**config.mk**
```make
export PLATFORM = sky130hd
export DESIGN_NAME = core_inst_seq_flat
export DESIGN_NICKNAME = d
export VERILOG_FILES = /design/src/rtl/core_inst_seq_pkg.sv /design/src/rtl/core_inst_seq_if.sv /design/src/rtl/core_inst_seq_phase_counter.sv /design/src/rtl/core_inst_seq.sv /design/src/flat_wrapper.sv
export SDC_FILE = /design/constraint.sdc
export NUM_CORES = 1
export LEC_CHECK = 0
export BUFFER_PORTS_ARGS = -buffer_cell sky130_fd_sc_hd__buf_4
export CAP_MARGIN = 20
export CORE_MARGIN = 2
export CORE_UTILIZATION = 25
export DETAILED_ROUTE_END_ITERATION = 7
export PLACE_DENSITY = 0.5
export REMOVE_ABC_BUFFERS = 1
export SYNTH_ARGS = -nofsm -noshare
export SYNTH_HDL_FRONTEND = slang
export SYNTH_HIERARCHICAL = 1
export SYNTH_SLANG_ARGS = --single-unit
```
**constraint.sdc**
```tcl
create_clock -name clk -period 3.8 [get_ports clk]
set_clock_uncertainty 0.2 [all_clocks]
set_input_delay 0.38 -clock clk [delete_from_list [all_inputs] [get_ports clk]]
set_output_delay 0.38 -clock clk [all_outputs]
set_load 0.02 [all_outputs]
```
**src/rtl/core_inst_seq_pkg.sv**
```systemverilog
// Instruction word field map shared by core and its sequencer, plus the
// sequencer state encoding.
package core_ctrl_pkg;

    localparam int INST_W     = 17;
    localparam int ADD_W      = 4;
    localparam int CNT_W      = 5;

    localparam int OFIFO_RD   = 16;
    localparam int QK_ADD_LSB = 12;
    localparam int P_ADD_LSB  = 8;
    localparam int EXEC       = 7;
    localparam int LOAD       = 6;
    localparam int QRD        = 5;
    localparam int QWR        = 4;
    localparam int KRD        = 3;
    localparam int KWR        = 2;
    localparam int PRD        = 1;
    localparam int PWR        = 0;

    typedef enum logic [2:0] {
        S_IDLE,
        S_QWR,
        S_KWR,
        S_KLOAD,
        S_EXEC,
        S_DRAIN,
        S_XFER,
        S_PRD
    } seq_state_t;

endpackage

```
**src/rtl/core_inst_seq_if.sv**
```systemverilog
// Row input stream and instruction/data bus between the sequencer and core.
// master = sequencer side, slave = stream source / core side.
interface core_inst_seq_if #(
    parameter int pr = 8,
    parameter int bw = 8
);
    import core_ctrl_pkg::*;

    logic [pr*bw-1:0]  in_data;
    logic              in_valid;
    logic              in_ready;
    logic [INST_W-1:0] inst;
    logic [pr*bw-1:0]  mem_in;
    logic              out_valid;

    modport master (
        input  in_data, in_valid,
        output in_ready, inst, mem_in, out_valid
    );

    modport slave (
        output in_data, in_valid,
        input  in_ready, inst, mem_in, out_valid
    );

endinterface

```
**src/rtl/core_inst_seq_phase_counter.sv**
```systemverilog
// Shared phase counter: clear wins over enable; last flags cnt == terminal value.
module phase_counter
    import core_ctrl_pkg::*;
#(
    parameter int W = CNT_W
) (
    input  logic         clk,
    input  logic         reset,
    input  logic         clear_i,
    input  logic         en_i,
    input  logic [W-1:0] term_i,
    output logic [W-1:0] cnt_o,
    output logic         last_o
);

    logic [W-1:0] cnt_q, cnt_d;

    always_comb begin
        cnt_d = cnt_q;
        if (clear_i)
            cnt_d = '0;
        else if (en_i)
            cnt_d = cnt_q + W'(1);
    end

    always_ff @(posedge clk) begin
        if (reset)
            cnt_q <= '0;
        else
            cnt_q <= cnt_d;
    end

    assign cnt_o  = cnt_q;
    assign last_o = (cnt_q == term_i);

endmodule

```
**src/rtl/core_inst_seq.sv**
```systemverilog
// Instruction sequencer for one attention-score run of core: Q/K row writes,
// K load, Q execute, drain, OFIFO->pmem transfer and pmem readback.
module core_inst_seq
    import core_ctrl_pkg::*;
#(
    parameter int bw    = 8,
    parameter int pr    = 8,
    parameter int col   = 8,
    parameter int rows  = 8,
    parameter int drain = 24
) (
    input  logic            clk,
    input  logic            reset,
    input  logic            start,
    output logic            busy,
    output logic            done,
    core_inst_seq_if.master bus
);

    localparam int DW = pr * bw;

    localparam logic [CNT_W-1:0] ROWS_T  = CNT_W'(rows - 1);
    localparam logic [CNT_W-1:0] COL_T   = CNT_W'(col - 1);
    localparam logic [CNT_W-1:0] KLOAD_T = CNT_W'(col);
    localparam logic [CNT_W-1:0] EXEC_T  = CNT_W'(rows);
    localparam logic [CNT_W-1:0] DRAIN_T = CNT_W'((drain > 0) ? drain - 1 : 0);

    seq_state_t        state_q, state_d;
    logic [INST_W-1:0] inst_q, inst_d;
    logic [DW-1:0]     mem_in_q, mem_in_d;
    logic              prd_last_q, prd_last_d;
    logic              out_valid_q, done_q;

    logic [CNT_W-1:0]  cnt, term;
    logic [ADD_W-1:0]  addr;
    logic              last, en, clear, in_ready, hs;

    assign in_ready = (state_q == S_QWR) || (state_q == S_KWR);
    assign hs       = bus.in_valid && in_ready;
    assign addr     = ADD_W'(cnt);
    assign clear    = (state_d != state_q);

    phase_counter #(.W(CNT_W)) u_cnt (
        .clk    (clk),
        .reset  (reset),
        .clear_i(clear),
        .en_i   (en),
        .term_i (term),
        .cnt_o  (cnt),
        .last_o (last)
    );

    // Terminal count depends on state only, keeping last free of any comb loop.
    always_comb begin
        term = ROWS_T;
        en   = 1'b0;
        case (state_q)
            S_QWR:   begin term = ROWS_T;  en = hs;   end
            S_KWR:   begin term = COL_T;   en = hs;   end
            S_KLOAD: begin term = KLOAD_T; en = 1'b1; end
            S_EXEC:  begin term = EXEC_T;  en = 1'b1; end
            S_DRAIN: begin term = DRAIN_T; en = 1'b1; end
            S_XFER:  begin term = ROWS_T;  en = 1'b1; end
            S_PRD:   begin term = ROWS_T;  en = 1'b1; end
            default: ;
        endcase
    end

    always_comb begin
        state_d    = state_q;
        inst_d     = '0;
        mem_in_d   = mem_in_q;
        prd_last_d = 1'b0;
        case (state_q)
            S_IDLE: if (start) state_d = S_QWR;
            S_QWR, S_KWR: begin
                if (hs) begin
                    inst_d[(state_q == S_QWR) ? QWR : KWR] = 1'b1;
                    inst_d[QK_ADD_LSB +: ADD_W] = addr;
                    mem_in_d = bus.in_data;
                    if (last) state_d = (state_q == S_QWR) ? S_KWR : S_KLOAD;
                end
            end
            // Trailing word covers the one-cycle SRAM read latency.
            S_KLOAD: begin
                inst_d[LOAD] = 1'b1;
                if (last) begin
                    state_d = S_EXEC;
                end else begin
                    inst_d[KRD] = 1'b1;
                    inst_d[QK_ADD_LSB +: ADD_W] = addr;
                end
            end
            S_EXEC: begin
                inst_d[EXEC] = 1'b1;
                if (last) begin
                    state_d = (drain > 0) ? S_DRAIN : S_XFER;
                end else begin
                    inst_d[QRD] = 1'b1;
                    inst_d[QK_ADD_LSB +: ADD_W] = addr;
                end
            end
            S_DRAIN: if (last) state_d = S_XFER;
            S_XFER: begin
                inst_d[OFIFO_RD] = 1'b1;
                inst_d[PWR]      = 1'b1;
                inst_d[P_ADD_LSB +: ADD_W] = addr;
                if (last) state_d = S_PRD;
            end
            S_PRD: begin
                inst_d[PRD] = 1'b1;
                inst_d[P_ADD_LSB +: ADD_W] = addr;
                if (last) begin
                    state_d    = S_IDLE;
                    prd_last_d = 1'b1;
                end
            end
            default: state_d = S_IDLE;
        endcase
    end

    always_ff @(posedge clk) begin
        if (reset)
            state_q <= S_IDLE;
        else
            state_q <= state_d;
    end

    // done and out_valid trail the emitted word by one cycle to align with core.out.
    always_ff @(posedge clk) begin
        if (reset) begin
            inst_q      <= '0;
            mem_in_q    <= '0;
            prd_last_q  <= 1'b0;
            out_valid_q <= 1'b0;
            done_q      <= 1'b0;
        end else begin
            inst_q      <= inst_d;
            mem_in_q    <= mem_in_d;
            prd_last_q  <= prd_last_d;
            out_valid_q <= inst_q[PRD];
            done_q      <= prd_last_q;
        end
    end

    assign busy          = (state_q != S_IDLE);
    assign done          = done_q;
    assign bus.in_ready  = in_ready;
    assign bus.inst      = inst_q;
    assign bus.mem_in    = mem_in_q;
    assign bus.out_valid = out_valid_q;

endmodule

```
**src/flat_wrapper.sv**
```systemverilog
// flat-port wrapper written by rule: the top's interface ports become plain ports
module core_inst_seq_flat import core_ctrl_pkg::*;
#(
    parameter int bw    = 8,
    parameter int pr    = 8,
    parameter int col   = 8,
    parameter int rows  = 8,
    parameter int drain = 24
)
  (clk, reset, start, busy, done, bus_in_data, bus_in_valid, bus_in_ready, bus_inst, bus_mem_in, bus_out_valid);
  core_inst_seq_if #(.pr(pr), .bw(bw)) bus_i ();
  input  logic clk;
  input  logic reset;
  input  logic start;
  output logic busy;
  output logic done;
  input wire logic [$bits(bus_i.in_data)-1:0] bus_in_data;
  input wire logic [$bits(bus_i.in_valid)-1:0] bus_in_valid;
  output wire logic [$bits(bus_i.in_ready)-1:0] bus_in_ready;
  output wire logic [$bits(bus_i.inst)-1:0] bus_inst;
  output wire logic [$bits(bus_i.mem_in)-1:0] bus_mem_in;
  output wire logic [$bits(bus_i.out_valid)-1:0] bus_out_valid;
  assign bus_i.in_data = bus_in_data;
  assign bus_i.in_valid = bus_in_valid;
  assign bus_in_ready = bus_i.in_ready;
  assign bus_inst = bus_i.inst;
  assign bus_mem_in = bus_i.mem_in;
  assign bus_out_valid = bus_i.out_valid;
  core_inst_seq #(.bw(bw), .pr(pr), .col(col), .rows(rows), .drain(drain)) u_core (.clk(clk), .reset(reset), .start(start), .busy(busy), .done(done), .bus(bus_i));
endmodule
```
**Word level (Yosys, flattened, before mapping)**

Cells that the tools add are included.

- Register bits after elaboration: 92
- Bits in latches: 0
- RAM bits: 0
- Memory bits (read-only): 0
- Input bits: 68
- Output and inout port bits: 85
- Logic and storage cells: 64
- Memories: 0

- Add/sub/neg operators: 1
- Multiply operators: 0
- Divide/modulo/power cells: 0
- Magnitude comparators: 2
- Equality and inequality tests: 9
- Shift operators: 0
- Muxes and demuxes: 28
- Bitwise logic cells: 3
- Reduce and logical (&&, ||, !) cells: 13

Operators by type and width:

| kind | number |
|---|---|
| >= comparator 32 x 1 -> 1 bit, second input constant | 1 |
| less-than comparator 32 x 7 -> 1 bit, second input constant | 1 |
| 2-to-1 mux 3 bit | 9 |
| one-hot mux 3 bit (7 select lines) | 1 |
| 2-to-1 mux 17 bit | 1 |
| one-hot mux 1 bit (2 select lines) | 8 |
| one-hot mux 4 bit (2 select lines) | 2 |
| == test 3 bit, second input constant | 4 |
| one-hot mux 5 bit (2 select lines) | 1 |
| OR reduction 2 bit | 5 |
| == test 3 x 2 -> 1 bit, second input constant | 2 |
| adder 5 x 1 -> 5 bit, second input constant | 1 |
| demux 1 bit (select 5 bit) | 1 |
| == test 5 bit | 1 |
| OR reduction 5 bit | 1 |
| 2-to-1 mux 1 bit | 4 |
| 2-to-1 mux 4 bit | 1 |
| == test 3 x 1 -> 1 bit, second input constant | 1 |
| logical NOT 3 bit | 1 |
| != test 3 bit | 1 |
| inverter 1 bit | 3 |
| nonzero test 3 bit | 1 |
| OR reduction 3 bit | 1 |
| logical AND 1 bit | 2 |
| other kinds (2) | 2 |

**Logic depth before layout (Yosys ltp)**

- Depth after elaboration: 9
- Depth in mapped cells: 11
- Gate-level depth less buffers: 9

**Cells and area by module**

The synthesis kept the hierarchy.

By module, submodules not included:

| module | instances | cells each | area an instance (um2) | seq. area each (um2) |
|---|---|---|---|---|
| core_inst_seq | 1 | 369 | 3707.3 | 1721.7 |
| phase_counter | 1 | 26 | 252.7 | 100.1 |

**Worst setup path before layout**

Ideal clock, no wire load.

- Path type: reg2reg
- Start: register u_core.state_q[0]
- End: register u_core.state_q[1]
- Setup time: 0.070 ns
- Arrival: 2.195 ns
- Required time: 3.530 ns
- Slack: 1.335 ns
- Cell stages (with the launch flop): 12
- Path buffers: 3
- Period minus slack after synthesis: 2.465 ns
- Cell sequence: dfxtp_1 > buf_4 > clkbuf_1 > nand2_1 > o21a_1 > xnor2_1 > nand3_1 > nor3_1 > clkbuf_1 > nand2_1 > or3_1 > a21oi_1

- Word-level cells in the longest chain between the ends: 7
- Elaborated cells between the ends (all ways): 22
- Classes of those cells: 8 x eq/ne; 9 x mux; 5 x reduce/logical

RTL lines:

| what | RTL line | RTL |
|---|---|---|
| start, declared | core_inst_seq.sv:28 | `seq_state_t state_q, state_d;` |
| start signal, assigned | core_inst_seq.sv:126 | `state_q <= state_d;` |
| == test 3 x 2 -> 1 bit / == test 3 bit (equally long branches) | core_inst_seq.sv:57 | `case (state_q)` |
| OR reduction 2 bit (no line) | n/a |  |
| one-hot mux 5 bit (2 select lines) (*) | core_inst_seq.sv:57 |  |
| via u_core.term[0] | core_inst_seq.sv:34 | `logic [CNT_W-1:0] cnt, term;` |
| == test 5 bit (*) | core_inst_seq_phase_counter.sv:34 | `assign last_o = (cnt_q == term_i);` |
| via u_core.last | core_inst_seq.sv:36 | `logic last, en, clear, in_ready, hs;` |
| 2-to-1 mux 3 bit | core_inst_seq.sv:81 | `if (last) state_d = (state_q == S_QWR) ? S_KWR : S_KLOAD;` |
| 2-to-1 mux 3 bit | core_inst_seq.sv:77 | `if (hs) begin` |
| one-hot mux 3 bit (7 select lines) (*) | core_inst_seq.sv:74 | `case (state_q)` |

Mark *: on every way through the listed nets, which the timed path passes. The rest lies on a longest branch.
A chain may end at the register's enable or synchronous reset.

**Final worst setup path**

- Start: register u_core.state_q[1]
- End: register u_core.inst_q[14], in the netlist u_core/bus.inst[14]

- Word-level cells in the longest chain between the ends: 6
- Elaborated cells between the ends (all ways): 14
- Classes of those cells: 6 x eq/ne; 4 x mux; 4 x reduce/logical

RTL lines:

| what | RTL line | RTL |
|---|---|---|
| == test 3 x 2 -> 1 bit / == test 3 bit (equally long branches) | core_inst_seq.sv:57 |  |
| OR reduction 2 bit (no line) | n/a |  |
| one-hot mux 5 bit (2 select lines) (*) | core_inst_seq.sv:57 |  |
| via u_core.term[0] | core_inst_seq.sv:34 |  |
| == test 5 bit (*) | core_inst_seq_phase_counter.sv:34 |  |
| via u_core.last | core_inst_seq.sv:36 |  |
| 2-to-1 mux 4 bit (*) | core_inst_seq.sv:87, core_inst_seq.sv:96 |  |
| one-hot mux 4 bit (2 select lines) (*) | core_inst_seq.sv:74 |  |
| end signal, assigned | core_inst_seq.sv:138 | `inst_q <= inst_d;` |
| end, declared | core_inst_seq.sv:29 | `logic [INST_W-1:0] inst_q, inst_d;` |

Marked as above.

==> results_dict.tcl <==
set metrics [dict create \
    post-route-drc-count 0 \
    fin_hold_ws_ps 97.0 \
    place_congestion 0.770 \
    ys_ff_latch 91 \
    row_count 46 \
    area_growth_pct 39.2 \
    seq_area_frac_synth 0.460 \
    drive_gt1_frac 0.322 \
    wire_per_inst_um 12.9 \
    die-area_sq_um 16900 \
    cts_sinks 91 \
    io_buffers 152 \
    cts-root-buf "clkbuf_16" \
    rsz0062_at_grt "false" \
    dr.first_iter.drc_count 95 \
    p_per_area_nw_per_um2 401 \
    holdBufCountCts 0 \
    hold_violations 0 \
    async_flop_share 0 \
    final_nets 601 \
    diodes 0 \
    core-area_sq_um 15700 \
    fmax_ghz 0.316 \
    synth-main-ff-cell "dfxtp_1" \
    outcome "completed" \
    cts_buffers 9 \
    maxSlewHeadroom 0.452 \
    setup_violations 0 \
    yosys.area.top_type_share 0.460 \
    cellLeakagePower_nw 2.28 \
    overflow 0 \
    final_cell_mix "buf_4 (156), nand2b_1 (133), dfxtp_1 (91)" \
    avgSynthCellArea_sq_um 10.0 \
    pin_count 153 \
    h-tree-depth 3 \
    startpoint_type "register" \
    yosysUniqueCellTypes 32 \
    grt_pass1_vias 2897 \
    start_util 0.253 \
    synthesis.area_sq_um 3960 \
    dp_hpwl_um 6690 \
    wl_um 9750 \
    required_ps 3800 \
    placed_cells 737 \
    end_kind "register" \
    path_clk_slew_ps 70 \
    clock_path_buffers 2 \
    criticalPathCategory "reg -> reg" \
    yosys.area.top_type "dfxtp_1" \
    crit_arrival_ps 3170 \
    grt_max_degree 116 \
    ir_drop_mv 0.226 \
    yosys-top-cells-area "dfxtp_1 (46%), nand2b_1 (21%), mux2i_1 (16%)" \
    layout_commonest_cell "buf_4" \
    viasPerCell 4.09 \
    antenna_found_initial 0 \
    postCtsSetupBuffers 0 \
    report.final.slew_viol_count 0 \
    critPathMaxFanout 23 \
    dieHeight_um 130 \
    final_cells 753 \
    die_w_um 130 \
    firstDrtPassIters 4 \
    clk_latency_ps 340 \
    worstMarginPinSlew_ps 821 \
    grt_pass1_wl_um 14700 \
    cts-resized-gates 0 \
    synth-edff-count 0 \
    ys_warn_count 6 \
    final_area_sq_um 5510 \
    grtUsageTotal 0.110 \
    ant_nets 0 \
    vias 3083 \
    synthCells 395 \
    fillers 1647 \
    cap_violations 0 \
    fin_crit_sh 0.834 \
    hold_class "in -> reg" \
    post-route-min-period_ps 3170 \
    cts_tree "done" \
    dpl_cell_area_sq_um 5210 \
]
-- logic make-up (layout without fill, tap and decap cells) --
| kind of cell | count (synthesis) | after routing | synth area share |
|---|---|---|---|
| simple gates | 182 | 182 | 0.275 |
| xor+xnor | 11 | 11 | 0.0243 |
| fa+ha+maj | 1 | 1 | 0.00316 |
| buf+inv | 31 | 173 | 0.0505 |
| compound gates | 14 | 14 | 0.0228 |
| flops | 91 | 91 | 0.460 |
| mux | 65 | 65 | 0.164 |
-- power by group --
part	internal (mW)	switching (mW)	total (mW)
sequential	0.987	0.0223	1.01
clock	0.518	0.406	0.924
combinational	0.148	0.131	0.279
total	1.65	0.559	2.21
-- worst max-delay path: stages (launching register included) --
cell and delay [ps]:
dfxtp_1 760, nand2_1 240, o21a_1 280, xnor2_1 160, nand3_1 90, nor3_1 670
nor3_1 140, a32oi_1 350, a21oi_1 150
-- state kept, by name, indices dropped and copies added, names as in the netlist --
name                  count
u_core/done               1
u_core/bus.mem_in        64
u_core/prd_last_q         1
u_core/bus.inst          16
u_core/u_cnt/cnt_o        5
u_core/bus.out_valid      1
u_core/state_q            3
-- cells in the mapped netlist, types with 5 or more instances --
cell type,n
a21oi_1,6
buf_8,6
clkbuf_1,20
dfxtp_1,91
mux2i_1,65
nand2_1,10
nand2b_1,133
nor2_1,9
nor3_1,9
xnor2_1,6
xor2_1,5
-- area by class of cell --
cell class / instances / area, sq um / share of cell area
tap: 216 / 270 / 0.0490
clock buffer: 10 / 229 / 0.0415
multi-input combinational: 273 / 1940 / 0.353
timing repair buffer: 156 / 1170 / 0.212
sequential: 91 / 1820 / 0.330
inverter: 1 / 3.75 / 0.000681
clock inverter: 6 / 72.6 / 0.0132
-- layer usage --
| layer | global-route usage | wire (um) |
|---|---|---|
| met1 | 0.142 | 4460 |
| met2 | 0.173 | 4580 |
| met3 | 0.0275 | 514 |
| met4 | 0.0544 | 194 |
| met5 | 0 | 0 |
-- through the flow --
step	total power [mW]	util	setup TNS (ps)	setup WS (ps)
3_3_place_gp	1.31	0.333	0	860
2_1_floorplan	1.17	-	-78450	-1230
5_1_grt	2.32	0.352	0	349
3_5_place_dp	1.31	0.333	0	707
4_1_cts	2.26	0.352	0	665
6_report	2.21	0.352	0	631
-- path summary, 6_finish.rpt --
kind | slack [ps] | cells past startpoint | endpoint | from
setup / recovery | 630 | 8 | u_core/bus.inst[14] | u_core/state_q[1]
hold / removal | 100 | 3 | u_core/bus.mem_in[26] | bus_in_data[26]
setup reg to reg | 630 | 8 | u_core/bus.inst[14] | u_core/state_q[1]
hold reg to reg | 250 | 1 | u_core/done | u_core/prd_last_q
Note: power is estimated with default switching activity, not from simulation.
